<file path="src/rtl/axis_data_generator_if.sv">
// AXI4-Stream transmit bus carried between the traffic generator and its sink.
// The master drives payload and framing, and the slave returns tready.
interface axis_data_generator_if #(
    parameter int unsigned G_AXIS_DATA_WIDTH = 1024
);
    localparam int unsigned KEEP_W = G_AXIS_DATA_WIDTH / 8;

    logic [G_AXIS_DATA_WIDTH-1:0] tdata;
    logic                         tvalid;
    logic                         tuser;
    logic [KEEP_W-1:0]            tkeep;
    logic                         tlast;
    logic                         tready;

    modport master (output tdata, output tvalid, output tuser, output tkeep, output tlast,
                    input tready);
    modport slave  (input tdata, input tvalid, input tuser, input tkeep, input tlast,
                    output tready);
endinterface

</file>
<file path="src/rtl/axis_data_generator.sv">
// AXI4-Stream test-traffic source: one packet of pkt_length beats every `period` clocks,
// each 64-bit lane tagged with {pkt_seq, beat_idx, lane} so the sink can check it.
module axis_data_generator #(
    parameter int unsigned G_AXIS_DATA_WIDTH = 1024
) (
    input  logic                   axis_streaming_data_clk,
    input  logic                   axis_streaming_arst,
    input  logic                   axis_data_gen_enable,
    input  logic [15:0]            pkt_length,
    input  logic [15:0]            period,
    axis_data_generator_if.master  axis_streaming_data_tx
);
    localparam int unsigned W      = G_AXIS_DATA_WIDTH;
    localparam int unsigned LANES  = W / 64;
    localparam int unsigned KEEP_W = W / 8;

    localparam logic [1:0] S_IDLE = 2'd0;
    localparam logic [1:0] S_SEND = 2'd1;
    localparam logic [1:0] S_WAIT = 2'd2;

    logic [1:0]        state_q,    state_d;
    logic [15:0]       beat_q,     beat_d;
    logic [15:0]       last_idx_q, last_idx_d;
    logic [15:0]       per_q,      per_d;
    logic [15:0]       cnt_q,      cnt_d;
    logic [31:0]       seq_q,      seq_d;
    logic              tvalid_q,   tvalid_d;
    logic              tlast_q,    tlast_d;
    logic [W-1:0]      tdata_q,    tdata_d;
    logic [KEEP_W-1:0] tkeep_q,    tkeep_d;
    logic              xfer_c;
    logic              period_done_c;
    logic              start_c;

    function automatic logic [W-1:0] pattern(input logic [31:0] seq, input logic [15:0] beat);
        logic [W-1:0] p;
        p = '0;
        for (int unsigned i = 0; i < LANES; i++) begin
            p[64*i +: 64] = {seq, beat, 16'(i)};
        end
        return p;
    endfunction

    // Next-state and next-output computation; every output is re-registered each clock.
    always_comb begin
        state_d    = state_q;
        beat_d     = beat_q;
        last_idx_d = last_idx_q;
        per_d      = per_q;
        cnt_d      = cnt_q;
        seq_d      = seq_q;
        tvalid_d   = tvalid_q;
        tlast_d    = tlast_q;
        start_c    = 1'b0;

        xfer_c        = tvalid_q & axis_streaming_data_tx.tready;
        period_done_c = (17'(cnt_q) + 17'd1) >= 17'(per_q);

        // Saturate at the period so long backpressure cannot wrap the counter.
        if (cnt_q < per_q) begin
            cnt_d = cnt_q + 16'd1;
        end

        case (state_q)
            S_IDLE: begin
                if (axis_data_gen_enable) begin
                    start_c = 1'b1;
                end
            end
            S_SEND: begin
                if (xfer_c) begin
                    if (tlast_q) begin
                        seq_d = seq_q + 32'd1;
                        if (axis_data_gen_enable && period_done_c) begin
                            start_c = 1'b1;
                        end else begin
                            tvalid_d = 1'b0;
                            tlast_d  = 1'b0;
                            state_d  = axis_data_gen_enable ? S_WAIT : S_IDLE;
                        end
                    end else begin
                        beat_d  = beat_q + 16'd1;
                        tlast_d = (beat_q + 16'd1) == last_idx_q;
                    end
                end
            end
            S_WAIT: begin
                if (!axis_data_gen_enable) begin
                    state_d = S_IDLE;
                end else if (period_done_c) begin
                    start_c = 1'b1;
                end
            end
            default: begin
                state_d  = S_IDLE;
                tvalid_d = 1'b0;
                tlast_d  = 1'b0;
            end
        endcase

        // Packet start: latch length/period, present beat 0 and restart the period count.
        if (start_c) begin
            state_d    = S_SEND;
            beat_d     = 16'd0;
            last_idx_d = (pkt_length == 16'd0) ? 16'd0 : pkt_length - 16'd1;
            per_d      = (period == 16'd0) ? 16'd1 : period;
            cnt_d      = 16'd0;
            tvalid_d   = 1'b1;
            tlast_d    = (last_idx_d == 16'd0);
        end

        tdata_d = tvalid_d ? pattern(seq_d, beat_d) : '0;
        tkeep_d = tvalid_d ? '1 : '0;
    end

    always_ff @(posedge axis_streaming_data_clk or posedge axis_streaming_arst) begin
        if (axis_streaming_arst) begin
            state_q    <= S_IDLE;
            beat_q     <= '0;
            last_idx_q <= '0;
            per_q      <= 16'd1;
            cnt_q      <= '0;
            seq_q      <= '0;
            tvalid_q   <= 1'b0;
            tlast_q    <= 1'b0;
            tdata_q    <= '0;
            tkeep_q    <= '0;
        end else begin
            state_q    <= state_d;
            beat_q     <= beat_d;
            last_idx_q <= last_idx_d;
            per_q      <= per_d;
            cnt_q      <= cnt_d;
            seq_q      <= seq_d;
            tvalid_q   <= tvalid_d;
            tlast_q    <= tlast_d;
            tdata_q    <= tdata_d;
            tkeep_q    <= tkeep_d;
        end
    end

    assign axis_streaming_data_tx.tdata  = tdata_q;
    assign axis_streaming_data_tx.tvalid = tvalid_q;
    assign axis_streaming_data_tx.tlast  = tlast_q;
    assign axis_streaming_data_tx.tkeep  = tkeep_q;
    assign axis_streaming_data_tx.tuser  = 1'b0;
endmodule

</file>
<file path="src/flat_wrapper.sv">
// flat-port wrapper written by rule: the top's interface ports become plain ports
module axis_data_generator_flat 
#(
    parameter int unsigned G_AXIS_DATA_WIDTH = 1024
)
  (axis_streaming_data_clk, axis_streaming_arst, axis_data_gen_enable, pkt_length, period, axis_streaming_data_tx_tdata, axis_streaming_data_tx_tvalid, axis_streaming_data_tx_tuser, axis_streaming_data_tx_tkeep, axis_streaming_data_tx_tlast, axis_streaming_data_tx_tready);
  axis_data_generator_if #(.G_AXIS_DATA_WIDTH(G_AXIS_DATA_WIDTH)) axis_streaming_data_tx_i ();
  input  logic axis_streaming_data_clk;
  input  logic axis_streaming_arst;
  input  logic axis_data_gen_enable;
  input  logic [15:0] pkt_length;
  input  logic [15:0] period;
  output wire logic [$bits(axis_streaming_data_tx_i.tdata)-1:0] axis_streaming_data_tx_tdata;
  output wire logic [$bits(axis_streaming_data_tx_i.tvalid)-1:0] axis_streaming_data_tx_tvalid;
  output wire logic [$bits(axis_streaming_data_tx_i.tuser)-1:0] axis_streaming_data_tx_tuser;
  output wire logic [$bits(axis_streaming_data_tx_i.tkeep)-1:0] axis_streaming_data_tx_tkeep;
  output wire logic [$bits(axis_streaming_data_tx_i.tlast)-1:0] axis_streaming_data_tx_tlast;
  input wire logic [$bits(axis_streaming_data_tx_i.tready)-1:0] axis_streaming_data_tx_tready;
  assign axis_streaming_data_tx_tdata = axis_streaming_data_tx_i.tdata;
  assign axis_streaming_data_tx_tvalid = axis_streaming_data_tx_i.tvalid;
  assign axis_streaming_data_tx_tuser = axis_streaming_data_tx_i.tuser;
  assign axis_streaming_data_tx_tkeep = axis_streaming_data_tx_i.tkeep;
  assign axis_streaming_data_tx_tlast = axis_streaming_data_tx_i.tlast;
  assign axis_streaming_data_tx_i.tready = axis_streaming_data_tx_tready;
  axis_data_generator #(.G_AXIS_DATA_WIDTH(G_AXIS_DATA_WIDTH)) u_core (.axis_streaming_data_clk(axis_streaming_data_clk), .axis_streaming_arst(axis_streaming_arst), .axis_data_gen_enable(axis_data_gen_enable), .pkt_length(pkt_length), .period(period), .axis_streaming_data_tx(axis_streaming_data_tx_i));
endmodule
</file>
<file path="config.mk">
export PLATFORM = sky130hd
export DESIGN_NAME = axis_data_generator_flat
export DESIGN_NICKNAME = d
export VERILOG_FILES = /design/src/rtl/axis_data_generator_if.sv /design/src/rtl/axis_data_generator.sv /design/src/flat_wrapper.sv
export SDC_FILE = /design/constraint.sdc
export NUM_CORES = 1
export LEC_CHECK = 0
export BUFFER_PORTS_ARGS = -buffer_cell sky130_fd_sc_hd__buf_4
export CORE_AREA = 10 10 460 462
export CTS_BUF_LIST = sky130_fd_sc_hd__clkbuf_4
export CTS_CLUSTER_SIZE = 40
export DETAILED_ROUTE_END_ITERATION = 8
export DIE_AREA = 0 0 470 472
export SYNTH_ARGS = -nofsm -noshare
export SYNTH_HDL_FRONTEND = slang
export SYNTH_SLANG_ARGS = --single-unit
</file>
<file path="constraint.sdc">
create_clock -name axis_streaming_data_clk -period 6.8 [get_ports axis_streaming_data_clk]
set_clock_uncertainty 0.2 [all_clocks]
set_input_delay 1.36 -clock axis_streaming_data_clk [delete_from_list [all_inputs] [get_ports axis_streaming_data_clk]]
set_output_delay 1.36 -clock axis_streaming_data_clk [all_outputs]
set_load 0.01 [all_outputs]
</file>
==> run_results.csv <==
group,metric,value,unit
status,status,"finished, final reports clean",
yosys,synth_area_per_cell,8.48,um2
clocking,cts_sinks,148,
floorplan,design.core.area,0.202,mm2
global_routing,grt_max_degree,132,
yosys,synth_seq_area_share,0.224,
setup_path,worst_setup_path_end_kind,"register",
timing,rsz0062_at_grt,"no",
routing,drt-vias-per-instance,2.44,
layout,final_common_cell,"buf_4",
setup_path,arrival,5850,ps
min_path,hold_depth,1,
placement,dpl.hpwl,55.9,mm
routing,drtIter0Drc,655,
clocking,cts.reportedPaths.clkPinSlew,150,ps
setup_path,cp-start-kind,"register",
timing,max_slew_margin,0.140,
clocking,cts_root_buffer,"clkbuf_4",
timing,hold_viol,0,
yosys,synth_cell_type_count,63,
global_routing,antenna_found_initial,20,
setup_path,reg2reg_depth,15,
routing,drtAntennaViolNets,0,
yosys,synth_flop_cell,"dfrtp_1",
yosys,ys_top_cells_by_area,"buf_4 (50%), dfrtp_1 (22%), xnor2_1 (3.0%)",
clocking,clockBufferDepth,2,
yosys,synth_edf_count,0,
yosys,yosys_warnings,0,
power_and_ir_drop,power.total,5.06,mW
power_and_ir_drop,total_leakage_power,9.65,nW
routing,drcViolationCount,0,
floorplan,fp.dieH,472,um
layout,nNetsFinal,2102,
clocking,clock_latency,620,ps
yosys,post-synth-top-area-cell,"buf_4",
routing,vias,11500,
floorplan,fp.dieArea,0.222,mm2
setup_path,r2r-start,"u_core.cnt_q[0]",
timing,worst_pin_slew,1280,ps
floorplan,core.rowCount,165,
yosys,ys_ff_latch,148,
clocking,cts_buffers,17,
placement,gp_congestion,0.803,
layout,drive_gt1_frac,0.514,
setup_path,cp.required,7050,ps
timing,period_minus_slack,5610,ps
yosys,synthArstFlopShare,1.00,
floorplan,initial_core_util,0.0818,
layout,areaGrowthSynthToFinish,20.8,%
clocking,cts_setup_buffers,0,
min_path,holdCritStartpoint,"u_core.seq_q[31]",
power_and_ir_drop,power_density,254,mW/mm2
placement,io_buffers,965,
timing,slew_violations,0,
power_and_ir_drop,peakVddDrop,0.191,mV
clocking,cts_tree,"built",
clocking,hold_buffers,0,
clocking,cts_max_level,4,
flow_run,max-cap-violations,0,
global_routing,grt_overflow_total,0,
timing,finalSetupViolCount,0,
routing,firstDrtPassIters,5,
setup_path,reg2reg_slack,1190,ps
yosys,yosysTopAreaCellShare,0.504,
yosys,syn-instance-count,1949,
clocking,ctsResizeCount,0,
floorplan,ioPinCount,1191,
min_path,hold_path_end,"u_core.seq_q[31]",
setup_path,timing.rr.end,"u_core.axis_streaming_data_tx.tdata[983]",
global_routing,grtUsageTotal,0.0564,
routing,wl,68.7,mm
global_routing,grt_pass1_vias,12100,
routing,avgRoutedWirePerCell,14.6,um
min_path,hold_path.class,"reg -> reg",
setup_path,crit_fanout,41,
setup_path,path_class,"reg -> reg",
timing,finalSetupTns,0,ps
timing,post-route-period-util,0.825,
timing,maxClockFrequency,0.178,GHz
global_routing,grt_pass1_wl,90.9,mm
yosys,netlist_area,0.0165,mm2
floorplan,fp.dieW,470,um
layout,layout_common_cells,"buf_4 (983), conb_1 (225), dfrtp_1 (138)",
[layout make-up]
type	instances	area, um2
fill	23500	182000
timing repair buffer	983	7380
multi-input combinational	849	5060
sequential	148	3720
tap	2672	3340
clock inverter	13	183
clock buffer	19	143
inverter	31	121
antenna	5	12.5
[per-stage QoR]
| step | hold slack [ps] | std cells | setup slack, ps | utilization | cell area [um2] |
|---|---|---|---|---|---|
| after floorplan | 237 | 2173 | 1260 | - | 17400 |
| after detailed placement | 255 | 4683 | 1390 | 0.0972 | 19600 |
| after global routing | 292 | 4716 | 835 | 0.0988 | 19900 |
| final | 277 | 4720 | 1190 | 0.0988 | 20000 |
| after global placement | 254 | 4683 | 1570 | 0.0972 | 19600 |
| after CTS | 279 | 4715 | 1310 | 0.0988 | 19900 |
[Yosys cell counts (21+ instances only)]
cell / instances
nand4_1: 21
nor2_1: 66
ha_1: 36
nand3_1: 49
inv_1: 31
xnor2_1: 56
buf_4: 1108
o21ai_0: 44
nor2b_1: 35
nand2_1: 43
a21oi_1: 26
xor2_1: 33
dfrtp_1: 147
nor3_1: 41
[sequential cells by signal (all words and copies together), names as in the netlist]
name	cells
u_core.seq_q	32
u_core.per_q	16
u_core.axis_streaming_data_tx.tkeep	1
u_core.beat_q	16
u_core.axis_streaming_data_tx.tlast	1
u_core.cnt_q	16
u_core.last_idx_q	16
u_core.axis_streaming_data_tx.tdata	48
u_core.state_q	2
[layer usage]
metal,wire length (um),global-route usage
met1,27900,0.0669
met2,33700,0.0980
met3,6650,0.0212
met4,532,0.00929
met5,0,0
[worst max path at each step]
stage / start / end / slack, ps / cells after the start
final: u_core.cnt_q[0] / u_core.axis_streaming_data_tx.tdata[983] / 1190 / 15
after global placement: u_core.cnt_q[0] / u_core.axis_streaming_data_tx.tdata[978] / 1570 / 15
after CTS: u_core.cnt_q[0] / u_core.axis_streaming_data_tx.tdata[983] / 1310 / 15
after global routing: u_core.cnt_q[0] / u_core.axis_streaming_data_tx.tdata[983] / 830 / 15
after floorplan: axis_streaming_arst / u_core.axis_streaming_data_tx.tdata[1000] / 1260 / 1
after detailed placement: u_core.cnt_q[0] / u_core.axis_streaming_data_tx.tdata[983] / 1390 / 15
[critical path, cell delays in order, from the launching register on]
cell and delay (ps):
dfrtp_1 450, ha_1 300, nand4_2 200, nor4_1 740, nand3_1 270, xnor2_1 200, ha_1 310, nand4_1 90
nor2_1 180, o211ai_1 170, and3_4 230, a211oi_4 710, or2_2 460, buf_4 500, buf_4 300, nor3_1 90
[logic make-up after synthesis]
group	Yosys count	synth area share
AOI/OAI and AO/OA	142	0.0561
xor gates and xnor gates	89	0.0472
adders and majority gates	36	0.0273
buffers and inverters	1176	0.521
DFF	148	0.224
muxes	25	0.0167
other	1	0.000227
and+or+nand+nor	332	0.107
[power by group]
part | switching (mW) | internal (mW)
clock network | 0.352 | 0.299
logic | 1.62 | 1.34
registers | 0.397 | 1.06
Power figures use the tool's default switching activity.
